<file path="src/rtl/climate_controller.sv">
// Thermostat FSM: hysteresis, dwell, sample watchdog and setpoint fault.
// Optional fan level output enabled by `CLIMATE_FAN_EN.
module climate_controller #(
  parameter int TEMP_W      = 32,
  parameter int HYST        = 2,
  parameter int DWELL_CYC   = 16,
  parameter int TIMEOUT_CYC = 1000
) (
  input  logic              clk,
  input  logic              rst,
  input  logic [TEMP_W-1:0] tempc,
  input  logic              temp_valid,
  input  logic [TEMP_W-1:0] set_low,
  input  logic [TEMP_W-1:0] set_high,
  output logic              heater_on,
  output logic              cooler_on,
  output logic [1:0]        fan_speed,
  output logic              alarm
);

  typedef enum logic [1:0] {
    IDLE,
    HEAT,
    COOL,
    FAULT
  } state_t;

  localparam int DW = $clog2(DWELL_CYC + 1);
  localparam int WW = $clog2(TIMEOUT_CYC + 1);
  localparam int XW = TEMP_W + 1;

  state_t        state;
  state_t        state_d;
  logic [DW-1:0] dwell;
  logic [WW-1:0] wd;

  logic [XW-1:0] t_x;
  logic [XW-1:0] lo_x;
  logic [XW-1:0] hi_x;
  logic [XW-1:0] lo_h;
  logic [XW-1:0] t_h;
  logic          sp_bad;
  logic          dwell_done;
  logic          wd_hit;
  logic          entering;

  // One extra bit keeps threshold+HYST from wrapping.
  assign t_x  = {1'b0, tempc};
  assign lo_x = {1'b0, set_low};
  assign hi_x = {1'b0, set_high};
  assign lo_h = lo_x + XW'(HYST);
  assign t_h  = t_x + XW'(HYST);

  assign sp_bad     = (lo_x >= hi_x);
  assign dwell_done = (dwell == DW'(DWELL_CYC));
  assign wd_hit     = (wd == WW'(TIMEOUT_CYC));
  assign entering   = (state_d != state) &&
                      (state_d == HEAT || state_d == COOL);

  always_comb begin
    state_d = state;
    if (temp_valid) begin
      if (sp_bad) begin
        state_d = FAULT;
      end else begin
        case (state)
          IDLE: begin
            if (t_x < lo_x)
              state_d = HEAT;
            else if (t_x > hi_x)
              state_d = COOL;
          end
          HEAT: begin
            if (t_x >= lo_h && dwell_done)
              state_d = IDLE;
          end
          COOL: begin
            if (t_h <= hi_x && dwell_done)
              state_d = IDLE;
          end
          default: state_d = IDLE;
        endcase
      end
    end else if (wd_hit && state != FAULT) begin
      state_d = FAULT;
    end
  end

`ifdef CLIMATE_FAN_EN
  logic [XW-1:0] dist;
  logic [1:0]    fan_d;

  always_comb begin
    dist = '0;
    if (state_d == HEAT && lo_x > t_x)
      dist = lo_x - t_x;
    else if (state_d == COOL && t_x > hi_x)
      dist = t_x - hi_x;
  end

  // Level follows the latest sample; held between samples.
  always_comb begin
    fan_d = fan_speed;
    if (state_d == IDLE || state_d == FAULT)
      fan_d = 2'd0;
    else if (temp_valid) begin
      if (dist < XW'(4))
        fan_d = 2'd1;
      else if (dist < XW'(8))
        fan_d = 2'd2;
      else
        fan_d = 2'd3;
    end
  end
`else
  assign fan_speed = 2'd0;
`endif

  always_ff @(posedge clk or posedge rst) begin
    if (rst) begin
      state     <= IDLE;
      heater_on <= 1'b0;
      cooler_on <= 1'b0;
      alarm     <= 1'b0;
      dwell     <= '0;
      wd        <= '0;
`ifdef CLIMATE_FAN_EN
      fan_speed <= 2'd0;
`endif
    end else begin
      state     <= state_d;
      heater_on <= (state_d == HEAT);
      cooler_on <= (state_d == COOL);
      alarm     <= (state_d == FAULT);
`ifdef CLIMATE_FAN_EN
      fan_speed <= fan_d;
`endif
      if (entering)
        dwell <= '0;
      else if (!dwell_done)
        dwell <= dwell + DW'(1);
      if (temp_valid)
        wd <= '0;
      else if (!wd_hit)
        wd <= wd + WW'(1);
    end
  end

endmodule
</file>
<file path="config.mk">
export PLATFORM = sky130hd
export DESIGN_NAME = climate_controller
export DESIGN_NICKNAME = d
export VERILOG_FILES = /design/src/rtl/climate_controller.sv
export SDC_FILE = /design/constraint.sdc
export NUM_CORES = 1
export LEC_CHECK = 0
export CAP_MARGIN = 10
export CORE_ASPECT_RATIO = 0.7
export CORE_MARGIN = 2
export CORE_UTILIZATION = 49
export DETAILED_ROUTE_END_ITERATION = 8
export PLACE_DENSITY_LB_ADDON = 0.1
export RECOVER_POWER = 50
export SLEW_MARGIN = 20
export SYNTH_ARGS = -nofsm -noshare
export SYNTH_HDL_FRONTEND = slang
export SYNTH_SLANG_ARGS = --single-unit
</file>
<file path="constraint.sdc">
create_clock -name clk -period 3.1 [get_ports clk]
set_input_delay 0.62 -clock clk [delete_from_list [all_inputs] [get_ports clk]]
set_output_delay 0.62 -clock clk [all_outputs]
set_load 0.03 [all_outputs]
</file>
Word level (Yosys, flattened, before mapping)
Cells that the tools add are included.
Widths: inputs -> output; s select.
{"block": "word_totals", "out_inout_bits": 5, "wordCells": 44, "input_bits": 99, "ff_bits": 20}
{"block": "classes", "n_lt_le_gt_ge": 5, "eq_ne": 11, "muxes": 12, "n_reduce_logical": 6, "add_sub_neg": 4}
{"cell": "$add 32x2->33 const B", "count": 2}
{"cell": "$ge 32x33->1", "count": 1}
{"cell": "$le 33x32->1", "count": 1}
{"cell": "$ge 32x32->1", "count": 1}
{"cell": "$gt 32x32->1", "count": 1}
{"cell": "$lt 32x32->1", "count": 1}
{"cell": "$mux 10", "count": 2}
{"cell": "$mux 2", "count": 7}
{"cell": "$add 10x1->10 const B", "count": 1}
{"cell": "$eq 10x10->1 const B", "count": 1}
{"cell": "$mux 5", "count": 2}
{"cell": "$eq 2x2->1 const B", "count": 3}
{"cell": "$pmux 2 s3", "count": 1}
{"cell": "$add 5x1->5 const B", "count": 1}
{"cell": "$eq 5x5->1 const B", "count": 1}
{"cell": "$eq 2x1->1 const B", "count": 2}
{"cell": "$logic_and 1x1->1", "count": 4}
{"cell": "$ne 2x2->1 const B", "count": 2}
{"cell": "$logic_not 2->1", "count": 1}
{"cell": "$ne 2x1->1 const B", "count": 1}
{"cell": "$ne 2x2->1", "count": 1}
{"cell": "$logic_or 1x1->1", "count": 1}

Depth between registers and ports, before layout
Gate-level depths: netlist (run 1).
{"block": "depth", "ltp_word": 11, "ltp_mapped": 23, "mapped_depth_nobuf": 23}

Least setup slack after synthesis (run 1)
Ideal clock, no wire load.
{"block": "synth_timing", "kind": "input -> register", "from": "input port set_low[6]", "to": "register dwell[0]", "required_time_ns": 2.964, "arrival_ns": 4.404, "setup_slack_ns": -1.440, "setup_ns": 0.136, "path_stages": 19, "n_path_buf": 0, "path_cell_list": "and3_1 > and3_2 > nand3_1 > nor2_1 > xnor2_1 > ha_1 > and3_1 > a221o_1 > a221oi_1 > o211ai_1 > a211o_1 > or3_1 > and2_2 > or2_2 > ha_1 > inv_1 > nand3_1 > a21oi_1 > nor4_1"}
{"block": "synth_between", "elab_chain_len": 11, "word_cells_on_any_way": 17, "classes_between": "add/sub: 1; order compare: 3; eq/ne: 4; mux: 6; reduce/logical: 3"}
{"element": "start, declared", "line_no": "13", "rtl": "input logic [TEMP_W-1:0] set_low,"}
{"element": "$add 32x2->33", "line_no": "51", "rtl": "assign lo_h = lo_x + XW'(HYST);"}
{"element": "$ge 32x33->1", "line_no": "74", "rtl": "if (t_x >= lo_h && dwell_done)"}
{"element": "$logic_and 1x1->1", "line_no": "74"}
{"element": "$mux 2", "line_no": "74"}
{"element": "$pmux 2 s3", "line_no": "66", "rtl": "case (state)"}
{"element": "$mux 2 *", "line_no": "63", "rtl": "if (sp_bad) begin"}
{"element": "$mux 2 *", "line_no": "62", "rtl": "if (temp_valid) begin"}
{"element": "$eq 2x1->1 / $eq 2x2->1 (equally long branches)", "line_no": "58", "rtl": "(state_d == HEAT || state_d == COOL);"}
{"element": "$logic_or 1x1->1", "line_no": "58"}
{"element": "$logic_and 1x1->1 *", "line_no": "57", "rtl": "assign entering = (state_d != state) &&"}
{"element": "$ne 2x1->1 (no line) / $mux 5 (equally long branches)"}
{"element": "end signal, assigned", "line_no": "141", "rtl": "dwell <= dwell + DW'(1);"}
{"element": "end, declared", "line_no": "34", "rtl": "logic [DW-1:0] dwell;"}
Mark *: on every way between the ends. The rest lies on a longest branch, timed or not.
A chain may end at the register's enable or synchronous reset.

Final worst setup path (run 1)
{"block": "layout_timing", "from": "input port set_low[23]", "to": "register dwell[4]"}
Same word-level chain as after synthesis.

==> flow_summary.json, run 1 <==
{
  "place_ws_ns": -1.97,
  "cp_top_family": "simple AND/OR/NAND/NOR gates",
  "power_mw": 2.10,
  "hold_path_class": "register to register",
  "p_clk_share_pct": 16.8,
  "placement.cell_area_um2": 8540,
  "num_vias": 6987,
  "required_ns": 3.25,
  "synth_xor_area_share_pct": 10.6,
  "period_share_pct": 139,
  "ios": 104,
  "dp_hpwl_mm": 17.2,
  "critPathLaunchType": "input port",
  "via_per_inst": 5.77,
  "cpMostUsedCell": "and4_4",
  "final_util_pct": 79.5,
  "p_leak_nw": 4.52,
  "fin_area_um2": 9220,
  "power_density_nw_per_um2": 228,
  "slew_headroom_pct": 48.8,
  "synth_compound_area_share_pct": 14.7,
  "intPower_mw": 1.26,
  "grt_pass1_vias": 6918,
  "cpPeakStageDelay_ns": 0.47,
  "cp_cell_sequence": "clkdlybuf4s50_1 > and4_4 > nand2_1 > nor3_2 > buf_4 > nand4_1 > xnor2_1 > ha_1 > a21o_1 > a21oi_2 > a211oi_2 > or3_4 > and2_4 > or2_4 > ha_4 > inv_4 > and4_4 > nor4_1",
  "die_x_um": 134,
  "syn_inst": 737,
  "synthSimpleGateAreaFrac_pct": 23.7,
  "synth_ff_type": "dfrtp_1",
  "synth.avg_cell_area_um2": 7.85,
  "slew_violations": 0,
  "seq_area_frac_synth_pct": 8.66,
  "htree_levels": 1,
  "grt_pass1_wl_mm": 33.3,
  "worstMarginPinSlew_ns": 0.748,
  "tns_ns": -8.35,
  "grt.overflow.total": 0,
  "fillers": 748,
  "rows": 33,
  "fin_nets": 1321,
  "fin_skew_ns": 0.00501,
  "drt_iter0_drc": 421,
  "ff2ff_path_depth": 15,
  "yosysUniqueCellTypes": 60,
  "cpMaxStageDelayCell": "clkdlybuf4s50_1",
  "min_from": "wd[5]$_DFFE_PP0P_",
  "min_period_ns": 4.30,
  "cts_buffers": 3,
  "worstReg2RegEnd": "dwell[0]$_DFFE_PP0P_",
  "seq_power_share_pct": 17.0,
  "antenna_found_initial": 0,
  "first_pass_iters": 5,
  "clock_path_buffers": 2,
  "endpoint_kind": "register",
  "synth_adder_area_share_pct": 36.1,
  "grt_start_max_net_pins": 21,
  "rsz0062_at_grt": "true",
  "crit_path_max_fanout": 5,
  "setup_viol": 10,
  "path_clk_slew_ns": 0.06,
  "power.share.switching_pct": 39.8,
  "status": "finished, violations left",
  "syn_to_final_growth_pct": 59.5,
  "synth_top_family_by_area": "adder cells",
  "comb_power_share_pct": 66.2,
  "design.core.area_um2": 11600,
  "hold_end": "wd[5]$_DFFE_PP0P_",
  "wl_mm": 21.7,
  "ys_ff_latch": 20,
  "cts_tree": "yes",
  "synthArstFlopShare_pct": 100,
  "ant_nets": 0,
  "drc": 0,
  "cp_num_cells": 18,
  "fp.dieH_um": 94.9,
  "hold_viol": 0,
  "start_util_pct": 49.8,
  "cts-root-buf": "clkbuf_16",
  "reg2reg_slack_ns": -0.09,
  "cap_violations": 0,
  "setup_ws_ns": -1.20,
  "clk_latency_ns": 0.25,
  "hold_path_depth": 2,
  "layout-drive-gt1-share_pct": 31.4,
  "path_class": "input port to register",
  "grt_util_all_layers_pct": 32.6,
  "crit_arrival_ns": 4.45,
  "layoutNonFillerInstCount": 1211,
  "n_antenna_cell": 0,
  "clock_sinks": 20,
  "timing.fmax_ghz": 0.233,
  "gp_congestion": 0.929,
  "r2r-start": "dwell[0]$_DFFE_PP0P_",
  "placed_cells": 1189,
  "ys_warn_count": 0,
  "p_switching_mw": 0.835,
  "post_drt_wl_per_cell_um": 17.9,
  "violations": "setup timing",
  "peakVddDrop_uv": 350,
  "whs_ns": 0.561,
  "io_buffers": 101,
  "dieArea_um2": 12700,
  "syn_area_um2": 5780,
  "synth_edf_count": 0,
  "muxShareOfSynthArea_pct": 0.173,
  "critPathBufInv": 3
}
==> final cells by class <==
type,instances,area (um2),area share (%)
multi-input cells,630,5490,59.5
inverters,82,314,3.40
clock inverters,1,30.0,0.326
repair buffers,318,2620,28.4
well taps,157,196,2.13
clock buffers,3,75.1,0.814
flip-flops and latches,20,500,5.43
==> power by group through the flow <==
stage,Clock [mW],Sequential [mW],Combinational [mW]
2_1_floorplan,0,0.357,0.577
3_3_place_gp,0,0.349,1.11
3_5_place_dp,0,0.354,1.16
4_1_cts,0.351,0.351,1.26
5_1_grt,0.361,0.361,1.50
6_report,0.352,0.358,1.39
==> worst max path at each step <==
stage | startpoint | slack, ns | endpoint
final | set_low[23] | -1.20 | dwell[4]$_DFFE_PP0P_
after global routing | set_low[20] | -1.33 | dwell[4]$_DFFE_PP0P_
after CTS | set_low[4] | -1.10 | dwell[0]$_DFFE_PP0P_
after detailed placement | tempc[1] | -1.97 | dwell[0]$_DFFE_PP0P_
after global placement | set_low[3] | -1.80 | dwell[2]$_DFFE_PP0P_
after floorplan | set_low[4] | -1.11 | dwell[2]$_DFFE_PP0P_
==> per-layer routing <==
metal / up-vias / GRT usage (%) / share of wire (%) / routed length (um)
met5: - / 0 / 0 / 0
met4: 0 / 8.07 / 2.9 / 625
met3: 65 / 3.65 / 6.4 / 1390
met2: 277 / 55.8 / 45 / 9850
met1: 3302 / 43.9 / 45 / 9820
li1: 3343 / - / - / -
==> flip-flops by register name, indices dropped and copies added, names as in the netlist <==
signal	flops
cooler_on	1
dwell	5
alarm	1
heater_on	1
state	2
wd	10
==> cells in the mapped netlist (4+ instances only) <==
cell        n  area, um2
ha_1      167       2090
inv_1      82        308
a21oi_1    58        290
nand2_1    55        206
xnor2_1    51        447
nor2_1     48        180
nand3_1    44        220
nand4_1    33        206
dfrtp_1    20        500
xor2_1     19        166
o21ai_0    18       90.1
and3_1     15       93.8
nor3_1     14       70.1
nor4_1     11       68.8
and4_1      9       78.8
a21o_1      7       52.6
o211ai_1    6       45.0
a211oi_1    5       37.5
a221oi_1    5       43.8
a21boi_0    4       30.0
o21a_1      4       30.0
==> kinds of logic (layout without fill, tap and decap cells) <==
family | Yosys count | after routing
adder cells (fa/ha/maj) | 167 | 167
other | 1 | 2
flip-flops | 20 | 20
AO/OA/AOI/OAI | 133 | 133
buffers and inverters | 88 | 404
multiplexers | 1 | 1
AND/OR/NAND/NOR | 257 | 257
XOR/XNOR | 70 | 70
==> worst reg2reg max path, cell delays in order, from the launching register on <==
cell and delay, ns:
dfrtp_1 0.41, inv_1 0.10, ha_1 0.14, nor4bb_1 0.59
nand2_1 0.23, nor4_1 0.33, a211o_1 0.20, or3_4 0.12
and2_4 0.13, or2_4 0.11, ha_4 0.19, inv_4 0.07
nand3_4 0.07, a21oi_4 0.15, buf_12 0.15, nor4_4 0.05
==> placed cells by master, fill, tap and decap left out, drive strengths merged, types with 34 or more instances in the layout <==
master | Yosys | final
inv | 82 | 81
buf | 3 | 235
a21oi | 58 | 58
nor2 | 48 | 48
ha | 167 | 167
nand2 | 55 | 55
clkdlybuf4s50 | 0 | 59
nand3 | 44 | 44
nand4 | 34 | 34
xnor2 | 51 | 51
==> what timing repair did <==
item,CTS,global route
endpoints found under the setup margin,10,10
buffers inserted,17,4
hold buffers,0,0
resized for setup,190,31
pin swaps,81,29
No activity file was read; power rests on OpenSTA's default activity.
==> run 2: changes to the inputs <==
--- a/config.mk
+++ b/config.mk
@@ -12,7 +12,6 @@
 export DETAILED_ROUTE_END_ITERATION = 8
 export PLACE_DENSITY_LB_ADDON = 0.1
 export RECOVER_POWER = 50
-export SLEW_MARGIN = 20
 export SYNTH_ARGS = -nofsm -noshare
 export SYNTH_HDL_FRONTEND = slang
 export SYNTH_SLANG_ARGS = --single-unit
==> results of run 2 <==
No change in the layout: final DEF, timing and power equal those of run 1.
